**config.mk**
```make
export PLATFORM = sky130hd
export DESIGN_NAME = coinc_event_counter_bank
export DESIGN_NICKNAME = d
export VERILOG_FILES = /design/src/rtl/coinc_event_counter_bank.sv
export SDC_FILE = /design/constraint.sdc
export NUM_CORES = 1
export LEC_CHECK = 0
export BUFFER_PORTS_ARGS = -buffer_cell sky130_fd_sc_hd__buf_2
export CAP_MARGIN = 20
export CORE_UTILIZATION = 29
export CTS_CLUSTER_SIZE = 20
export DETAILED_ROUTE_END_ITERATION = 6
export PLACE_DENSITY = 0.49
export SYNTH_ARGS = -nofsm -noshare
export SYNTH_HDL_FRONTEND = slang
export SYNTH_SLANG_ARGS = --single-unit
export TNS_END_PERCENT = 30
```
**constraint.sdc**
```tcl
create_clock -name refClock -period 10 [get_ports refClock]
set_input_delay 0.5 -clock refClock [delete_from_list [all_inputs] [get_ports refClock]]
set_output_delay 0.5 -clock refClock [all_outputs]
set_load 0.005 [all_outputs]
```
**src/rtl/coinc_event_counter_bank.sv**
```systemverilog
`timescale 1ns/1ps
`default_nettype none
// +--------------------------------------------------------------------------+
// | Module      : coinc_event_counter_bank                                    |
// | Description : X/Y coincidence event counters with snapshot shadow bank    |
// |               and registered select/data read port.                       |
// | Revision    : 1.0 - initial multi-channel release                         |
// +--------------------------------------------------------------------------+
module coinc_event_counter_bank #(
    parameter int NUM_CH      = 4,
    parameter int CNT_W       = 32,
    parameter int SYNC_STAGES = 2,
    parameter int EDGE_MODE   = 0,
    parameter int SATURATE    = 0,
    parameter int CLR_ON_SNAP = 0
) (
    input  logic                                                refClock,
    input  logic                                                rstCounter,
    input  logic [NUM_CH-1:0]                                   xChannel,
    input  logic                                                yChannel,
    input  logic                                                enCounter,
    input  logic                                                readDataClock,
    input  logic [((NUM_CH > 1) ? $clog2(NUM_CH) : 1)-1:0]      rdSel,
    output logic [CNT_W-1:0]                                    rdData,
    output logic                                                rdOvf,
    output logic                                                snapValid
);

    localparam int       c_SEL_W    = (NUM_CH > 1) ? $clog2(NUM_CH) : 1;
    localparam int       c_IN_W     = NUM_CH + 2;
    localparam logic [2:0] c_ARM_DONE = 3'(SYNC_STAGES + 1);

    logic [SYNC_STAGES-1:0][c_IN_W-1:0] r_sync;
    logic [NUM_CH-1:0]                  r_xHist;
    logic                               r_rdHist;
    logic [2:0]                         r_armCnt;

    logic [c_IN_W-1:0] w_syncIn;
    logic [NUM_CH-1:0] w_xS;
    logic              w_yS;
    logic              w_rdS;
    logic              w_armed;
    logic              w_snap;
    logic [NUM_CH-1:0] w_xEdge;
    logic [NUM_CH-1:0] w_inc;

    logic [CNT_W-1:0]  w_shadow    [NUM_CH];
    logic              w_shadowOvf [NUM_CH];
    logic [CNT_W-1:0]  w_rdDataNext;
    logic              w_rdOvfNext;

    assign w_syncIn = {readDataClock, yChannel, xChannel};
    assign w_xS     = r_sync[SYNC_STAGES-1][NUM_CH-1:0];
    assign w_yS     = r_sync[SYNC_STAGES-1][NUM_CH];
    assign w_rdS    = r_sync[SYNC_STAGES-1][NUM_CH+1];

    // History keeps tracking during arming so levels present at reset release
    // are treated as already seen, never as fresh edges.
    always_ff @(posedge refClock or posedge rstCounter) begin
        if (rstCounter) begin
            r_sync   <= '0;
            r_xHist  <= '0;
            r_rdHist <= 1'b0;
            r_armCnt <= 3'd0;
        end else begin
            r_sync   <= {r_sync[SYNC_STAGES-2:0], w_syncIn};
            r_xHist  <= w_xS;
            r_rdHist <= w_rdS;
            if (r_armCnt != c_ARM_DONE) begin
                r_armCnt <= r_armCnt + 3'd1;
            end
        end
    end

    assign w_armed = (r_armCnt == c_ARM_DONE);
    assign w_snap  = w_armed & w_rdS & ~r_rdHist;
    assign w_xEdge = (EDGE_MODE == 1) ? (~w_xS & r_xHist) :
                     (EDGE_MODE == 2) ? (w_xS ^ r_xHist)  :
                                        (w_xS & ~r_xHist);
    assign w_inc   = w_xEdge & {NUM_CH{w_armed & w_yS & enCounter}};

    genvar gi;
    generate
        for (gi = 0; gi < NUM_CH; gi++) begin : g_ch
            logic [CNT_W-1:0] r_cnt;
            logic             r_ovf;
            logic [CNT_W-1:0] r_shadow;
            logic             r_shadowOvf;
            logic             w_full;

            assign w_full = &r_cnt;

            // On a coincident snapshot the shadow takes the pre-increment value
            // and a clearing counter restarts at the event it just absorbed.
            always_ff @(posedge refClock or posedge rstCounter) begin
                if (rstCounter) begin
                    r_cnt       <= '0;
                    r_ovf       <= 1'b0;
                    r_shadow    <= '0;
                    r_shadowOvf <= 1'b0;
                end else begin
                    if (w_snap) begin
                        r_shadow    <= r_cnt;
                        r_shadowOvf <= r_ovf;
                    end
                    if ((CLR_ON_SNAP != 0) && w_snap) begin
                        r_cnt <= w_inc[gi] ? CNT_W'(1) : '0;
                        r_ovf <= w_inc[gi] & w_full;
                    end else if (w_inc[gi]) begin
                        if (w_full) begin
                            r_ovf <= 1'b1;
                            r_cnt <= (SATURATE != 0) ? r_cnt : '0;
                        end else begin
                            r_cnt <= r_cnt + CNT_W'(1);
                        end
                    end
                end
            end

            assign w_shadow[gi]    = r_shadow;
            assign w_shadowOvf[gi] = r_shadowOvf;
        end
    endgenerate

    always_comb begin
        w_rdDataNext = '0;
        w_rdOvfNext  = 1'b0;
        for (int i = 0; i < NUM_CH; i++) begin
            if (rdSel == c_SEL_W'(i)) begin
                w_rdDataNext = w_shadow[i];
                w_rdOvfNext  = w_shadowOvf[i];
            end
        end
    end

    always_ff @(posedge refClock or posedge rstCounter) begin
        if (rstCounter) begin
            rdData    <= '0;
            rdOvf     <= 1'b0;
            snapValid <= 1'b0;
        end else begin
            rdData    <= w_rdDataNext;
            rdOvf     <= w_rdOvfNext;
            snapValid <= w_snap;
        end
    end

endmodule
`default_nettype wire
```
==> results of run 1 <==
[cells by family after synthesis]
logic type,synth area share (%)
AOI/OAI and AO/OA,1.56
xor gates and xnor gates,7.03
DFF,59.1
buffers and inverters,2.02
adders and majority gates,0.558
muxes,6.13
and+or+nand+nor,23.6
[state kept, by name, summed over array words and instances (netlist names)]
name / count
r_armCnt: 3
snapValid: 1
r_rdHist: 1
r_xHist: 4
g_ch.r_cnt: 128
g_ch.r_shadow: 128
r_sync: 12
rdData: 32
rdOvf: 1
g_ch.r_ovf: 4
g_ch.r_shadowOvf: 4
[synthesized netlist by cell type (all sizes together) (4+ instances only)]
cell type	number
a21oi	7
and2	7
and3	31
and4	19
buf	14
clkbuf	42
dfrtp	318
ha	6
inv	13
mux2i	7
mux4	33
nand2	442
nand3	43
nand4	39
nor2	83
nor3	20
nor4	10
o21ai	21
or2	4
or3	7
xnor2	43
xor2	65
[worst max-delay path by stage]
stage / endpoint / startpoint
finish: g_ch[1].r_cnt[17] / r_armCnt[0]
global route: g_ch[1].r_cnt[27] / r_armCnt[0]
CTS: g_ch[3].r_cnt[13] / r_armCnt[0]
detailed placement: g_ch[1].r_cnt[23] / r_armCnt[0]
global placement: g_ch[3].r_cnt[27] / r_armCnt[0]
floorplan: g_ch[0].r_cnt[0] / rstCounter
[power groups by stage]
stage,combinational [mW],sequential (mW),clock [mW]
floorplan,0.103,1.39,0
global placement,0.140,1.40,0
detailed placement,0.143,1.40,0
CTS,0.143,1.38,1.32
global route,0.158,1.39,1.37
finish,0.137,1.38,1.28
[through the flow]
stage / cell area [µm²] / util, % / std cells
floorplan: 13500 / - / 1295
global placement: 14300 / 31.3 / 1892
detailed placement: 14300 / 31.4 / 1893
CTS: 15400 / 33.9 / 1956
global route: 15400 / 33.9 / 1957
finish: 15400 / 33.9 / 1957
[metal layers]
| layer | routed length (µm) | GRT usage, % | up-vias |
|---|---|---|---|
| met3 | 1090 | 1.98 | 65 |
| met2 | 15200 | 23.0 | 136 |
| met4 | 826 | 4.55 | 0 |
| li1 | - | - | 4362 |
| met1 | 15900 | 20.6 | 4520 |
| met5 | 0 | 0 | - |
[cell type report]
type                            count  area (µm²)
Fill cell                        4559       30100
Sequential cell                   318        7960
Multi-Input combinational cell    908        5230
Clock buffer                       58        1080
Tap cell                          600         751
Timing Repair Buffer               55         304
Inverter                           13        58.8
Clock inverter                      5        52.6
==> flow_summary_export.csv, run 1 <==
group,metric,value,unit
status,status,"finished, final reports clean",
final_layout,area_growth,14.7,%
synthesis,mappedNetlistArea,13500,µm²
timing,hold_viol,0,
worst_setup_path,largest_delay_share_family_worst_path,"simple AND/OR/NAND/NOR gates",
synthesis,ys.warnings.count,0,
timing,min_period_over_period,33.1,%
global_route,grt_max_degree,109,
floorplan,die-height,217,µm
final_layout,commonest_cells_after_routing_fill_and_taps_aside,"442 x sky130_fd_sc_hd__nand2_1, 318 x sky130_fd_sc_hd__dfrtp_1, 83 x sky130_fd_sc_hd__nor2_1",
worst_setup_path,worst_setup_path_end_kind,"register",
worst_setup_path,cp_depth,7,
global_route,antenna_found_initial,0,
detailed_routing,detailroute.via_count,9083,
final_layout,design.final.nets,1349,
timing,slew_headroom,30.0,%
power_and_ir_drop,totalPowerFinal,2.80,mW
worst_setup_path,reg2reg_depth,7,
worst_setup_path,crit_path_top_delay_cell,"sky130_fd_sc_hd__nor2_1",
power_and_ir_drop,p_seq_share,49.4,%
synthesis,netlist_instances,1295,
floorplan,top_level_ports,45,
power_and_ir_drop,worst_ir_drop_vdd,86.2,µV
synthesis,synth_async_sr_flop_share,100,%
final_layout,mostFrequentLayoutCell,"sky130_fd_sc_hd__nand2_1",
clock_network,hold_buf_count_cts,0,
worst_setup_path,worst_ep_required,10350,ps
power_and_ir_drop,swShare,23.4,%
clock_network,clkLatencyLatePin,520,ps
synthesis,synth.distinct_cells,43,
worst_setup_path,max_stage_delay,810,ps
clock_network,numClockSinks,318,
flow_run,cap_viol_max_count,0,
global_route,first_global_vias,9431,
synthesis,synth-seq-area-share,59.1,%
detailed_routing,drt_iter0_drc,540,
final_layout,insertedDiodeCount,0,
clock_network,worst_setup_hold_path_clk_slew,60,ps
floorplan,core,45600,µm²
timing,post-route-min-period,3310,ps
timing,fmax,302,MHz
clock_network,cts-root-to-sink-buffers,3,
synthesis,mean_post_synth_cell_area,10.4,µm²
final_layout,drive_above_1_share,11.1,%
synthesis,ys.flop_type,"sky130_fd_sc_hd__dfrtp_1",
power_and_ir_drop,power_report.internal_total,2.15,mW
timing,worst_hold_slack,95.8,ps
worst_setup_path,crit_path_buffers_inverters,0,
placed_design,detailedPlacementHpwl,22400,µm
placed_design,place_ws,6650,ps
timing,setup_viol_count_final,0,
synthesis,number_of_flops_mapped_to_enable_cells_by_yosys,0,
power_and_ir_drop,power.static_leakage,7.68,nW
floorplan,fp.dieArea,47300,µm²
global_route,grt_resource_usage_total,14.5,%
floorplan,initial_core_util,29.5,%
floorplan,die_w,217,µm
worst_setup_path,crit-reg2reg-launch,"r_armCnt[0]",
timing,rsz0062_at_grt,"false",
clock_network,cts_tree,"yes",
clock_network,cts_htree_levels,2,
power_and_ir_drop,comb_power_share,4.9,%
timing,worst-slew-pin-transition,1050,ps
detailed_routing,route.detailed.wl_per_inst,16.9,µm
timing,postLayoutSetupSlackWorst,6690,ps
synthesis,yosysTopAreaCell,"sky130_fd_sc_hd__dfrtp_1",
synthesis,yosys-top-cells-area,"sky130_fd_sc_hd__dfrtp_1 59%, sky130_fd_sc_hd__nand2_1 12%, sky130_fd_sc_hd__mux4_2 5.5%",
power_and_ir_drop,p_per_area,181,nW/µm²
worst_setup_path,cp_data_arrival_time,3660,ps
synthesis,mappedNetlistNets,1312,
worst_setup_path,worstPathMaxFanout,14,
clock_network,cts.repair_timing.setup_buffer_count,0,
detailed_routing,postRouteAntennaNets,0,
detailed_routing,drt_drc_violations_left,0,
global_route,global_route_wire_length_before_repair,54000,µm
global_route,grt-ovfl-total,0,
detailed_routing,detail_route.wirelength,33100,µm
placed_design,gp_congestion,0.807,
worst_setup_path,path_cells,"ha_1, ha_1, nand3_2, or2_0, or4_1, nor2_1, nor2_1",
detailed_routing,drt_pre_antenna_iters,5,
detailed_routing,via_per_inst,4.64,
worst_setup_path,setup.worst_path.class,"reg -> reg",
timing,pins_over_slew_limit,0,
worst_setup_path,r2r_setup_slack,6690,ps
power_and_ir_drop,pwr-share-clk,45.7,%
synthesis,netlist.area_leader.share,59.1,%
worst_setup_path,regToRegEndpoint,"g_ch[1].r_cnt[17]",
floorplan,rows,78,
placed_design,port_buffers,44,
min_path,timing.hold.worst.class,"in -> async",
worst_setup_path,timing.critical_path.from_type,"register",
clock_network,cts_root_buf,"sky130_fd_sc_hd__clkbuf_16",
power_and_ir_drop,total_net_switching_power,0.655,mW
clock_network,cts-buffers-inserted,36,
synthesis,ys_seq_elements,318,
clock_network,cts.repair.resized,0,
timing,total_neg_setup_slack,0,ps
timing,skew_final,11.1,ps
(Power assumes the default switching activity.)
==> inputs of run 2 (changes only) <==
--- a/config.mk
+++ b/config.mk
@@ -10,7 +10,7 @@
 export CORE_UTILIZATION = 29
 export CTS_CLUSTER_SIZE = 20
 export DETAILED_ROUTE_END_ITERATION = 6
-export PLACE_DENSITY = 0.49
+export PLACE_DENSITY = 0.47
 export SYNTH_ARGS = -nofsm -noshare
 export SYNTH_HDL_FRONTEND = slang
 export SYNTH_SLANG_ARGS = --single-unit
==> constraint.sdc (replaced) <==
create_clock -name refClock -period 3.2 [get_ports refClock]
set_input_delay 0.16 -clock refClock [delete_from_list [all_inputs] [get_ports refClock]]
set_output_delay 0.16 -clock refClock [all_outputs]
set_load 0.005 [all_outputs]
==> run 2 against run 1 <==
Clock power increased to 3.4 times the previous value; first-iteration DRC count increased by 1.9%; critical path depth stayed put.
==> flow_summary_export.csv, run 2 (synthesized netlist as in run 1, its figures left out) <==
group,metric,value,unit
detailed_routing,route.detailed.wl_per_inst,16.7,µm
clock_network,numClockSinks,318,
worst_setup_path,largest_delay_share_family_worst_path,"simple AND/OR/NAND/NOR gates",
global_route,first_global_vias,9571,
final_layout,reg_top3,"g_ch.r_cnt: 128 flops, g_ch.r_shadow: 128 flops, rdData: 32 flops",
final_layout,design.final.nets,1374,
clock_network,cts.repair.resized,0,
worst_setup_path,cp_data_arrival_time,3200,ps
final_layout,commonest_cells_after_routing_fill_and_taps_aside,"442 x sky130_fd_sc_hd__nand2_1, 318 x sky130_fd_sc_hd__dfrtp_1, 83 x sky130_fd_sc_hd__nor2_1",
final_layout,area_growth,17.2,%
final_layout,finish.cell_count_without_fillers,1982,
timing,fmax,364,MHz
flow_run,cap_viol_max_count,0,
worst_setup_path,path_cells,"ha_1, ha_1, nand3_2, or4_1, or4_1, or3_1, a21oi_1",
floorplan,die-height,217,µm
placed_design,place_ws,462,ps
clock_network,cts-root-to-sink-buffers,3,
timing,post-route-min-period,2750,ps
worst_setup_path,worstPathMaxFanout,9,
floorplan,die_w,217,µm
timing,worst-slew-pin-transition,911,ps
timing,pins_over_slew_limit,0,
worst_setup_path,crit_path_buffers_inverters,0,
global_route,antenna_found_initial,0,
status,status,"finished, final reports clean",
min_path,timing.hold.worst.class,"in -> async",
global_route,grt_resource_usage_total,14.8,%
detailed_routing,drt_iter0_drc,550,
detailed_routing,detail_route.wirelength,33100,µm
detailed_routing,drt_drc_violations_left,0,
power_and_ir_drop,p_per_area,574,nW/µm²
global_route,grt_max_degree,139,
final_layout,final_util,34.6,%
worst_setup_path,worst_setup_path_end_kind,"register",
worst_setup_path,crit_path_top_delay_cell,"sky130_fd_sc_hd__or4_1",
clock_network,cts_root_buf,"sky130_fd_sc_hd__clkbuf_16",
placed_design,port_buffers,44,
timing,skew_final,13.1,ps
floorplan,fp.dieArea,47300,µm²
placed_design,detailedPlacementHpwl,22600,µm
clock_network,cts-buffers-inserted,39,
floorplan,top_level_ports,45,
detailed_routing,via_per_inst,4.62,
clock_network,cts_tree,"yes",
global_route,global_route_wire_length_before_repair,54800,µm
timing,min_period_over_period,85.9,%
worst_setup_path,setup.worst_path.class,"reg -> reg",
timing,setup_viol_count_final,0,
floorplan,core,45600,µm²
worst_setup_path,worst_ep_required,3650,ps
worst_setup_path,timing.critical_path.from_type,"register",
detailed_routing,postRouteAntennaNets,0,
placed_design,placed_cells,1909,
timing,hold_viol,0,
final_layout,mostFrequentLayoutCell,"sky130_fd_sc_hd__nand2_1",
timing,total_neg_setup_slack,0,ps
detailed_routing,detailroute.via_count,9158,
power_and_ir_drop,worst_ir_drop_vdd,305,µV
clock_network,cts_htree_levels,2,
detailed_routing,drt_pre_antenna_iters,4,
clock_network,clkLatencyLatePin,540,ps
timing,rsz0062_at_grt,"false",
final_layout,insertedDiodeCount,0,
timing,postLayoutSetupSlackWorst,452,ps
clock_network,worst_setup_hold_path_clk_slew,60,ps
floorplan,initial_core_util,29.5,%
placed_design,gp_congestion,0.796,
final_layout,drive_above_1_share,12.2,%
global_route,grt-ovfl-total,0,
power_and_ir_drop,totalPowerFinal,9.06,mW
power_and_ir_drop,power.static_leakage,7.85,nW
timing,slew_headroom,39.3,%
floorplan,rows,78,
worst_setup_path,max_stage_delay,620,ps
-- run 2: cell count changes in the layout (fill, tap and decap cells not counted), sizes merged --
cell         previous run  this run
clkinvlp                1         2
clkbuf                 58        59
dlygate4sd3             0         7
clkinv                  3         4
inv                    13        12
bufinv                  1         2
buf                    55        70
-- run 2: final timing paths --
check                            start                end  slack, ps  depth (start not counted)
min in group refClock        enCounter   g_ch[0].r_cnt[1]        240                          4
max in group asynchronous   rstCounter  g_ch[3].r_cnt[18]       2180                          4
hold / removal              rstCounter   g_ch[0].r_cnt[3]        100                          3
setup reg to reg           r_armCnt[0]  g_ch[1].r_cnt[25]        450                          7
hold reg to reg              r_sync[1]          r_sync[7]        350                          0
setup / recovery           r_armCnt[0]  g_ch[1].r_cnt[25]        450                          7
-- run 2: power breakdown --
| group | leakage, nW | total (mW) | internal [mW] | switching [mW] |
|---|---|---|---|---|
| Sequential | 4.33 | 4.32 | 4.17 | 0.144 |
| Combinational | 2.92 | 0.455 | 0.164 | 0.291 |
| Clock | 0.601 | 4.29 | 2.61 | 1.67 |
| Total | 7.85 | 9.06 | 6.95 | 2.11 |
-- run 2: repair_timing --
item / 4_1_cts / 5_1_grt
buffers inserted: 0 / 0
setup endpoints to repair: 0 / 0
hold buffers: 7 / 0
endpoints found under the hold margin: 220 / 0
-- run 2: layer usage --
metal	wire [µm]	track usage [%]	part of all wire (%)
met1	16100	21.0	49
met2	15200	22.9	46
met3	1060	2.33	3.2
met4	825	5.33	2.5
met5	0	0	0
-- run 2: worst min-delay path: cells and delay by family --
kind	cells	cell delay [ps]
buffers and inverters	3	820
-- run 2: metrics by stage --
step           area (µm²)  hold WS, ps
2_1_floorplan       13500          191
3_3_place_gp        14500          102
4_1_cts             15800         73.0
6_report            15800         99.2
3_5_place_dp        14500          100
5_1_grt             15800         97.1
-- run 2: layout make-up --
| cell class | count | area [µm²] |
|---|---|---|
| Tap cell | 600 | 751 |
| Clock buffer | 59 | 1140 |
| Clock inverter | 7 | 87.6 |
| Multi-Input combinational cell | 908 | 5230 |
| Sequential cell | 318 | 7960 |
| Timing Repair Buffer | 77 | 548 |
| Fill cell | 4570 | 29800 |
| Inverter | 13 | 55.1 |
==> inputs of run 3 (changes only) <==
--- a/config.mk
+++ b/config.mk
@@ -7,10 +7,12 @@
 export LEC_CHECK = 0
 export BUFFER_PORTS_ARGS = -buffer_cell sky130_fd_sc_hd__buf_2
 export CAP_MARGIN = 20
+export CELL_PAD_IN_SITES_DETAIL_PLACEMENT = 0
+export CELL_PAD_IN_SITES_GLOBAL_PLACEMENT = 2
 export CORE_UTILIZATION = 29
 export CTS_CLUSTER_SIZE = 20
 export DETAILED_ROUTE_END_ITERATION = 6
-export PLACE_DENSITY = 0.47
+export PLACE_DENSITY = 0.63
 export SYNTH_ARGS = -nofsm -noshare
 export SYNTH_HDL_FRONTEND = slang
 export SYNTH_SLANG_ARGS = --single-unit
==> run 3 against run 2 <==
Register-to-register slack lost 160 ps; clock power up 3%; die area did not move; flip-flop and latch count is the same; largest power group is now the clock network; highest routed layer unchanged.
==> flow_summary_export.csv, run 3 (synthesized netlist as in run 1, its figures left out) <==
group,metric,value,unit
worst_setup_path,reg2reg_depth,7,
power_and_ir_drop,worst_ir_drop_vdd,309,µV
clock_network,cts.repair.resized,0,
detailed_routing,route.detailed.wl_per_inst,18.1,µm
timing,worst-slew-pin-transition,1020,ps
clock_network,cts-root-to-sink-buffers,3,
global_route,gr_met3_demand_resource,2.30,%
final_layout,design.final.nets,1374,
min_path,timing.hold.worst.class,"in -> async",
power_and_ir_drop,comb_power_share,5.0,%
placed_design,gp_congestion,0.767,
final_layout,reg_top3,"g_ch.r_cnt: 128 flops, g_ch.r_shadow: 128 flops, rdData: 32 flops",
worst_setup_path,regToRegEndpoint,"g_ch[1].r_cnt[27]",
final_layout,mostFrequentLayoutCell,"sky130_fd_sc_hd__nand2_1",
clock_network,cts_root_buf,"sky130_fd_sc_hd__clkbuf_16",
timing,postLayoutSetupSlackWorst,289,ps
worst_setup_path,worstPathMaxFanout,9,
final_layout,final_util,34.8,%
clock_network,clkLatencyLatePin,550,ps
clock_network,cts_htree_levels,2,
global_route,grt_resource_usage_total,16.0,%
placed_design,dpl_cell_area,14500,µm²
final_layout,multiInputGateArea,5230,µm²
final_layout,fill_cells,4598,
power_and_ir_drop,p_seq_share,47.0,%
timing,post-route-min-period,2910,ps
timing,worst_hold_slack,194,ps
worst_setup_path,worst_ep_required,3670,ps
placed_design,place_ws,315,ps
timing,skew_final,10.2,ps
global_route,antenna_found_initial,0,
timing,slew_headroom,31.9,%
floorplan,die_w,217,µm
global_route,top_usage_layer,"met2",
power_and_ir_drop,power_report.internal_total,7.02,mW
clock_network,cts.repair_timing.setup_buffer_count,0,
detailed_routing,drt_iter0_drc,601,
status,status,"finished, final reports clean",
detailed_routing,drt_pre_antenna_iters,5,
detailed_routing,postRouteAntennaNets,0,
placed_design,placed_cells,1909,
global_route,globalRouteMet1Util,23.8,%
worst_setup_path,path_cells,"ha_1, ha_1, nand3_2, or4_1, or4_1, or3_1, a21oi_1",
floorplan,core,45600,µm²
worst_setup_path,cp_data_arrival_time,3380,ps
final_layout,finish.cell_count_without_fillers,1984,
clock_network,numClockSinks,318,
power_and_ir_drop,pwr-share-clk,47.9,%
timing,rsz0062_at_grt,"false",
floorplan,die-height,217,µm
power_and_ir_drop,p_per_area,579,nW/µm²
global_route,first_global_vias,9355,
final_layout,insertedDiodeCount,0,
global_route,grt-ovfl-total,0,
detailed_routing,drt_drc_violations_left,0,
detailed_routing,via_per_inst,4.56,
timing,fmax,344,MHz
floorplan,fp.dieArea,47300,µm²
timing,min_period_over_period,91.0,%
clock_network,worst_setup_hold_path_clk_slew,60,ps
worst_setup_path,max_stage_delay,700,ps
power_and_ir_drop,power.static_leakage,7.89,nW
final_layout,area_growth,17.7,%
worst_setup_path,setup.worst_path.class,"reg -> reg",
worst_setup_path,worst_setup_path_end_kind,"register",
detailed_routing,detail_route.wirelength,35900,µm
floorplan,rows,78,
power_and_ir_drop,total_net_switching_power,2.16,mW
final_layout,drive_above_1_share,12.6,%
worst_setup_path,r2r_setup_slack,290,ps
flow_run,cap_viol_max_count,0,
worst_setup_path,timing.critical_path.from_type,"register",
timing,hold_viol,0,
worst_setup_path,crit-reg2reg-launch,"r_armCnt[0]",
final_layout,finalInstanceArea,15800,µm²
placed_design,detailedPlacementHpwl,24600,µm
final_layout,commonest_cells_after_routing_fill_and_taps_aside,"442 x sky130_fd_sc_hd__nand2_1, 318 x sky130_fd_sc_hd__dfrtp_1, 83 x sky130_fd_sc_hd__nor2_1",
timing,setup_viol_count_final,0,
clock_network,cts-buffers-inserted,39,
timing,pins_over_slew_limit,0,
power_and_ir_drop,swShare,23.5,%
detailed_routing,detailroute.via_count,9043,
global_route,grtUsageMet2,23.9,%
global_route,grt_max_degree,139,
floorplan,top_level_ports,45,
floorplan,initial_core_util,29.5,%
placed_design,port_buffers,44,
worst_setup_path,crit_path_top_delay_cell,"sky130_fd_sc_hd__or4_1",
clock_network,cts_tree,"yes",
global_route,global_route_wire_length_before_repair,57300,µm
final_layout,layout.area.seq,7960,µm²
==> run 3: what timing repair did <==
action	4_1_cts	5_1_grt
hold buffers	7	0
endpoints found under the hold margin	20	0
setup endpoints to repair	0	0
==> run 3: metal layers <==
metal | wire length [µm] | vias to the layer above | share of wire (%)
met3 | 1000 | 48 | 2.8
met1 | 18100 | 4464 | 50
li1 | - | 4437 | -
met4 | 726 | 0 | 2.0
met5 | 0 | - | 0
met2 | 16000 | 94 | 45
==> run 3: power groups by stage <==
| stage | sequential [mW] | clock [mW] | combinational, mW |
|---|---|---|---|
| 2_1_floorplan | 4.33 | 0 | 0.322 |
| 3_3_place_gp | 4.39 | 0 | 0.469 |
| 3_5_place_dp | 4.39 | 0 | 0.473 |
| 4_1_cts | 4.32 | 4.55 | 0.480 |
| 5_1_grt | 4.33 | 4.72 | 0.536 |
| 6_report | 4.32 | 4.40 | 0.461 |
==> run 3: worst max-delay path by stage <==
stage / endpoint / start / cells past startpoint / slack [ps]
2_1_floorplan: g_ch[0].r_cnt[0] / rstCounter / 1 / -1200
3_3_place_gp: g_ch[1].r_cnt[27] / r_armCnt[0] / 7 / 330
3_5_place_dp: g_ch[1].r_cnt[27] / r_armCnt[0] / 7 / 320
4_1_cts: g_ch[1].r_cnt[27] / r_armCnt[0] / 7 / 300
5_1_grt: g_ch[1].r_cnt[25] / r_armCnt[0] / 7 / 140
6_report: g_ch[1].r_cnt[27] / r_armCnt[0] / 7 / 290
==> run 3: worst max-delay path, delay by kind of cell (launching register included) <==
family                     cells  cell delay [ps]
adders and majority gates      2              450
AOI/OAI and AO/OA              1              150
DFF                            1              370
and+or+nand+nor                4             1860
==> run 3: final cells by class <==
class,instances,share of cell area [%]
well taps,600,4.74
clock inverters,11,0.703
flip-flops and latches,318,50.2
clock buffers,57,7.36
inverters,13,0.347
multi-input cells,908,33.0
repair buffers,77,3.62
==> run 3: per-stage QoR <==
step	total power, mW	TNS (ps)
after floorplan	4.65	-381230
after global placement	4.86	0
after detailed placement	4.86	0
after CTS	9.35	0
after global routing	9.59	0
final	9.18	0
